--- config.mk ---
export PLATFORM = sky130hd
export DESIGN_NAME = cmos_frame_window
export DESIGN_NICKNAME = d
export VERILOG_FILES = /design/src/rtl/cmos_frame_window.sv
export SDC_FILE = /design/constraint.sdc
export NUM_CORES = 1
export LEC_CHECK = 0
export ABC_AREA = 1
export BUFFER_PORTS_ARGS = -buffer_cell sky130_fd_sc_hd__buf_2
export CORE_MARGIN = 5
export CORE_UTILIZATION = 61
export CTS_CLUSTER_DIAMETER = 30
export DETAILED_ROUTE_END_ITERATION = 8
export PLACE_DENSITY = 0.88
export SYNTH_ARGS = -nofsm -noshare
export SYNTH_HDL_FRONTEND = slang
export SYNTH_SLANG_ARGS = --single-unit
--- constraint.sdc ---
create_clock -name pclk -period 2.55 [get_ports pclk]
set_input_delay 0.1275 -clock pclk [delete_from_list [all_inputs] [get_ports pclk]]
set_output_delay 0.1275 -clock pclk [all_outputs]
set_load 0.01 [all_outputs]
--- src/rtl/cmos_frame_window.sv ---
// Windowed pixel-stream conditioner: drops start-up frames, tracks x/y, crops a
// window, gates capture at frame starts and flags frames with a bad pixel count.
module cmos_frame_window #(
    parameter int IMG_H       = 1280,
    parameter int IMG_V       = 720,
    parameter int WIN_X0      = 0,
    parameter int WIN_Y0      = 0,
    parameter int WIN_W       = 1280,
    parameter int WIN_H       = 720,
    parameter int SKIP_FRAMES = 10
) (
    input  logic        pclk,
    input  logic        rst_n,
    input  logic        vs_i,
    input  logic        de_i,
    input  logic [15:0] pdata_i,
    input  logic        cap_en_i,
    output logic        de_o,
    output logic [15:0] pdata_o,
    output logic        sof_o,
    output logic        eol_o,
    output logic        eof_o,
    output logic        frame_err_o
);

    localparam logic [11:0] H_LAST  = 12'(IMG_H - 1);
    localparam logic [11:0] V_END   = 12'(IMG_V);
    localparam logic [11:0] X0      = 12'(WIN_X0);
    localparam logic [11:0] Y0      = 12'(WIN_Y0);
    localparam logic [11:0] W_L     = 12'(WIN_W);
    localparam logic [11:0] H_L     = 12'(WIN_H);
    localparam logic [11:0] X_LAST  = 12'(WIN_X0 + WIN_W - 1);
    localparam logic [11:0] Y_LAST  = 12'(WIN_Y0 + WIN_H - 1);
    localparam logic [7:0]  SKIP_N  = 8'(SKIP_FRAMES);

    typedef enum logic [1:0] {
        WAIT_VS,
        SKIP,
        RUN
    } state_t;

    state_t      state, state_nxt;
    logic [7:0]  skip_cnt, skip_cnt_nxt;
    logic [11:0] x, y;
    logic        vs_d, vs_armed, cap, ovf;
    logic        vs_rise, pix_acc, y_ok, in_win, out_pix;

    // A rise only counts once vs_i has been seen low after reset, so a sync
    // already high when reset releases is not taken as a frame start.
    assign vs_rise = vs_i & ~vs_d & vs_armed;
    assign pix_acc = de_i & ~vs_i;
    assign y_ok    = (y < V_END);
    // Unsigned wrap makes x < X0 fail the width test, giving a single compare.
    assign in_win  = ((x - X0) < W_L) && ((y - Y0) < H_L) && y_ok;
    assign out_pix = pix_acc && (state == RUN) && cap && in_win;

    always_comb begin
        state_nxt    = state;
        skip_cnt_nxt = skip_cnt;
        case (state)
            WAIT_VS: begin
                if (vs_rise) begin
                    if (SKIP_N == 8'd0) begin
                        state_nxt = RUN;
                    end else begin
                        state_nxt    = SKIP;
                        skip_cnt_nxt = 8'd1;
                    end
                end
            end
            SKIP: begin
                if (vs_rise) begin
                    if (skip_cnt == SKIP_N) state_nxt = RUN;
                    else                    skip_cnt_nxt = skip_cnt + 8'd1;
                end
            end
            RUN:     state_nxt = RUN;
            default: state_nxt = WAIT_VS;
        endcase
    end

    always_ff @(posedge pclk) begin
        if (!rst_n) begin
            state       <= WAIT_VS;
            skip_cnt    <= '0;
            x           <= '0;
            y           <= '0;
            vs_d        <= 1'b0;
            vs_armed    <= 1'b0;
            cap         <= 1'b0;
            ovf         <= 1'b0;
            de_o        <= 1'b0;
            pdata_o     <= '0;
            sof_o       <= 1'b0;
            eol_o       <= 1'b0;
            eof_o       <= 1'b0;
            frame_err_o <= 1'b0;
        end else begin
            state    <= state_nxt;
            skip_cnt <= skip_cnt_nxt;
            vs_d     <= vs_i;
            if (!vs_i) vs_armed <= 1'b1;

            if (vs_rise) begin
                x   <= '0;
                y   <= '0;
                ovf <= 1'b0;
            end else if (pix_acc) begin
                if (y_ok) begin
                    if (x == H_LAST) begin
                        x <= '0;
                        y <= y + 12'd1;
                    end else begin
                        x <= x + 12'd1;
                    end
                end else begin
                    ovf <= 1'b1;
                end
            end

            if (vs_rise && state_nxt == RUN) cap <= cap_en_i;

            frame_err_o <= vs_rise & cap & ((y != V_END) | (x != '0) | ovf);

            de_o  <= out_pix;
            sof_o <= out_pix && (x == X0) && (y == Y0);
            eol_o <= out_pix && (x == X_LAST);
            eof_o <= out_pix && (x == X_LAST) && (y == Y_LAST);
            if (out_pix) pdata_o <= pdata_i;
        end
    end

endmodule

[Word-level counts from Yosys, hierarchy flattened]
Cells that the tools add are included.
Operators by class
  bitwise gates (word level): 11
  add/subtract/negate cells: 3
  reduce and logical (&&, ||, !) cells: 20
  order comparisons: 2
  eq/ne operators: 10
  mux-type cells: 9
Operators by type and width (number)
  12-bit by 1-bit adder with 12-bit output, second input constant: 2
  12-bit logical NOT: 2
  8-bit 2-to-1 mux: 3
  8-bit case mux with 2 select lines: 1
  12-bit by 10-bit == test with 1-bit output, second input constant: 1
  12-bit by 11-bit == test with 1-bit output, second input constant: 1
  12-bit by 10-bit < comparator with 1-bit output, second input constant: 1
  12-bit by 11-bit < comparator with 1-bit output, second input constant: 1
  12-bit 2-to-1 mux: 1
  12-bit by 10-bit inequality test with 1-bit output, second input constant: 1
  12-bit nonzero test: 1
  1-bit logical AND: 10
  8-bit by 1-bit adder with 8-bit output, second input constant: 1
  8-bit by 4-bit == test with 1-bit output, second input constant: 1
  2-bit 2-to-1 mux: 3
  2-bit inequality test, second input constant: 3
  2-bit case mux with 3 select lines: 1
  1-bit AND: 5
  2-bit == test, second input constant: 2
  1-bit NOT: 4
  2-bit AND reduction: 2
  4-bit AND reduction: 1
  3-bit AND reduction: 1
  2-bit by 1-bit == test with 1-bit output, second input constant: 1
  4 further kinds: 5
Word-level totals
  logic and storage cells: 69
  input bits: 21
  bits in registers: 59
  output and inout bits: 21

[Depth between registers and ports, before layout]
  depth after elaboration: 7
  mapped depth: 10
  mapped depth without buffers: 10

[Worst setup path before layout]
No wires, ideal clock.
  path kind: flip-flop to flip-flop
  start: register x[0]
  end: register y[4]
  arrival time: 1.330 ns
  path slack: 1.088 ns
  path buffers: 1
  data required time: 2.418 ns
  setup time: 0.132 ns
  period minus slack after synthesis: 1.462 ns
  cell stages (with the launch flop): 8
  cells stage by stage: dfxtp_1 ha_1 inv_1 nor2_4 nand3_2 buf_2 o21ai_1 a21oi_1
Between the ends
  word-level cells in the longest chain between the ends: 2
Ends and longest elaborated chain
  start, declared: RTL line 44  | logic [11:0] x, y;
  start signal, assigned: RTL line 114  | x <= x + 12'd1;
  12-bit by 11-bit == test with 1-bit output: RTL line 110  | if (x == H_LAST) begin
  3-bit AND reduction (no source line)
  end signal, assigned: RTL line 112  | y <= y + 12'd1;
  end, declared: RTL line 44
Every way passes these cells.
A chain may end at the register's enable or synchronous reset.

[Worst setup path after layout]
  start: register x[0]
  end: register y[9]
Same word-level chain as after synthesis.

==> implementation parameters <==
Parameter                              Value

STA
  Fmax ... 0.529 GHz
  Final worst slack ... 659 ps
  Final clock period utilization by the worst path ... 0.742
  Clk_skew ... approximately 11 ps
  Pins Over Slew Limit ... 0
  Slew Limit Headroom ... 0.623
  Period minus WS final ... 1890 ps
  Hold Violations, Final ... 0
  Setup TNS ... 0 ps
  Worst hold slack ... roughly 20 ps
  Transition time of the tightest slew-check pin ... ~560 ps
  Setup violators final ... 0
  RSZ-0062 raised after global routing ... no

Routing
  Wire length reported by the detailed router ... approximately 7000 um
  Initial drt markers ... 183
  Total iterations of the first detailed-routing run ... 5
  Final routed wire length divided by cell count ... 12.7 um
  Remaining DRCs ... 0
  ANT nets after route ... 0
  Vias ... 3043
  Post-DR vias/cell ... between 5 and 6

Critical path
  FF-to-FF End ... y[9]
  Worst setup path class ... reg -> reg
  CP startpoint kind ... flip-flop
  Crit path required time ... 2800 ps
  R2r worst-path depth ... 7
  Data arrival at the endpoint of the critical path ... 2140 ps
  Kind of capture point of the worst setup path ... flip-flop
  CP Max Fanout ... 16
  Launching point of the worst reg2reg path ... x[0]
  Register-to-register path setup slack ... between 600 and 700 ps

Clocking
  Number of gates resized after CTS ... 0
  Clock H-tree levels ... 3
  # Post-CTS Setup Buffers ... 0
  Root buffer cell ... sky130_fd_sc_hd__clkbuf_8
  Clock sink count ... slightly below 60
  Longest Clk Path Bufs ... 2
  CTS tree ... yes
  Cts-stage hold buffer count ... 0
  Insertion delay to the later sink of the worst-skew pair ... 330 ps
  Clock-pin slew on the worst setup and hold paths ... 70 ps
  Number of buffers inserted during clock tree synthesis ... 9

Placement
  Total of buffers placed on input and output ports ... roughly 40
  Total placed cells including tap cells ... roughly 540
  Cell area reported after detailed placement ... ~3200 um2
  Gp weighted congestion ... ~0.85
  Pre-CTS setup slack ... about 710 ps
  Dpl hpwl ... 4820 um

Global routing
  Global Route Usage Sum ... 0.240
  Maximum number of pins on one net before global-route repair ... 28
  Remaining Overflow, GRT ... 0
  Number of global-route vias before repair ... between 2000 and 3000
  First-pass GRT wire length ... 12200 um
  Antenna violations before repair ... 0

Flow run
  Total of max-cap violations ... 0

Power
  Peak VDD IR ... 415 uV
  P_leak ... 1.51 nW
  Post-route total power ... around 2.0 mW
  Power per Cell Area ... 582 nW/um2

Yosys
  Post-synthesis instance area ... 3010 um2
  EDFF count, synth ... 0
  Synth cell count leaders ... 95 x sky130_fd_sc_hd__nand2_1, 65 x sky130_fd_sc_hd__nor2_1, 59 x sky130_fd_sc_hd__dfxtp_1, 46 x sky130_fd_sc_hd__inv_1, 34 x sky130_fd_sc_hd__nand3_1
  Library cell occupying the most area in the post-synthesis netlist ... sky130_fd_sc_hd__dfxtp_1
  Part of the Yosys area used for sequential elements ... 0.393
  Syn Nets ... 468
  Top FF cell, synth ... sky130_fd_sc_hd__dfxtp_1
  Synth unique cells ... 30
  Synth top area share ... 0.393
  Synthesized area divided by synthesized cell count ... between 6 and 7 um2
  #FFs+latches synth ... 59
  Top area cells in the synthesized netlist ... sky130_fd_sc_hd__dfxtp_1 39%, sky130_fd_sc_hd__nand2_1 12%, sky130_fd_sc_hd__nor2_1 8.1%
  Instance count of the mapped netlist ... around 440
  Yosys synthesis warning count ... 0
  Dominant cell by count in the synthesized netlist ... sky130_fd_sc_hd__nand2_1
  Proportion of register bits with asynchronous set or reset after synthesis ... 0

Final layout
  # diodes ... 0
  Net count reported at finish ... 510
  Number of standard cells in the final layout excluding fillers ... 555
  Final cell utilization of the core ... 0.730
  Synthesis-to-finish area growth ... 15.4%
  Share of post-route cells with drive strength above 1 ... 0.152
  Final non-filler cell area ... ~3500 um2

Outcome
  Status ... finished clean

Floorplanning
  Placeable core region ... 4750 um2
  Site row count ... 25
  Vertical extent of the die ... 80.2 um
  Area of the die ... 6440 um2
  Initial core utilization ... 0.633
  Die X ... 80.2 um
  Number of top-level pins ... 42

Worst hold path
  Worst hold stages ... 3
  Worst min-delay path class ... in -> reg
  Worst min-delay path startpoint ... pdata_i[13]
  Worst Hold End ... pdata_o[13]
==> layer usage <==
| layer | track usage | share of wire | vias to the layer above |
|---|---|---|---|
| met5 | 0 | 0 | - |
| met4 | 0.120 | 0.027 | 0 |
| met3 | 0.0471 | 0.068 | 22 |
| met2 | 0.401 | 0.47 | 133 |
| met1 | 0.292 | 0.44 | 1370 |
| li1 | - | - | 1518 |
==> cell type report <==
class,count,area [um2]
inverters,49,184
clock inverters,3,68.8
well taps,67,83.8
multi-input cells,320,1560
flip-flops and latches,59,1180
fillers,401,1280
clock buffers,13,169
repair buffers,44,228
==> critical path, stage by stage, from the launching register on <==
cell	delay, ps
sky130_fd_sc_hd__dfxtp_1	400
sky130_fd_sc_hd__ha_1	240
sky130_fd_sc_hd__inv_1	110
sky130_fd_sc_hd__nor2_4	160
sky130_fd_sc_hd__nand3_2	300
sky130_fd_sc_hd__nor2_4	350
sky130_fd_sc_hd__nand2_1	100
sky130_fd_sc_hd__a21oi_1	160
==> power by group <==
group | total, mW | switching (mW) | internal, mW
combinational | 0.0835 | 0.0576 | 0.0259
sequential | 0.932 | 0.00475 | 0.927
clock | 1.00 | 0.371 | 0.633
total | 2.02 | 0.434 | 1.59
==> placed cells by master, fill, tap and decap left out, types with 17 or more instances in the layout <==
cell type	n
sky130_fd_sc_hd__a21oi_1	28
sky130_fd_sc_hd__buf_2	41
sky130_fd_sc_hd__dfxtp_1	59
sky130_fd_sc_hd__inv_1	46
sky130_fd_sc_hd__nand2_1	95
sky130_fd_sc_hd__nand3_1	34
sky130_fd_sc_hd__nor2_1	65
sky130_fd_sc_hd__nor3_1	23
sky130_fd_sc_hd__o21ai_1	17
==> state kept, by name (all words and copies together) (netlist names) <==
register,count
frame_err_o,1
state,2
vs_armed,1
de_o,1
cap,1
skip_cnt,8
eof_o,1
vs_d,1
y,12
pdata_o,16
ovf,1
sof_o,1
x,12
eol_o,1
==> how the worst max path moves through the flow <==
stage	depth (start not counted)	endpoint	startpoint	slack, ps
2_1_floorplan	7	y[4]	x[0]	1090
3_3_place_gp	7	eof_o	y[4]	810
3_5_place_dp	7	y[5]	x[0]	710
4_1_cts	7	y[9]	x[0]	680
5_1_grt	7	y[3]	x[0]	480
6_report	7	y[9]	x[0]	660
==> cells by family after synthesis <==
logic type	count (synthesis)	synth area share
and+or+nand+nor	242	0.356
AOI/OAI and AO/OA	62	0.107
buffers and inverters	62	0.0898
DFF	59	0.393
xor gates and xnor gates	10	0.0291
adders and majority gates	6	0.0249
Note: power is estimated with default switching activity, not from simulation.
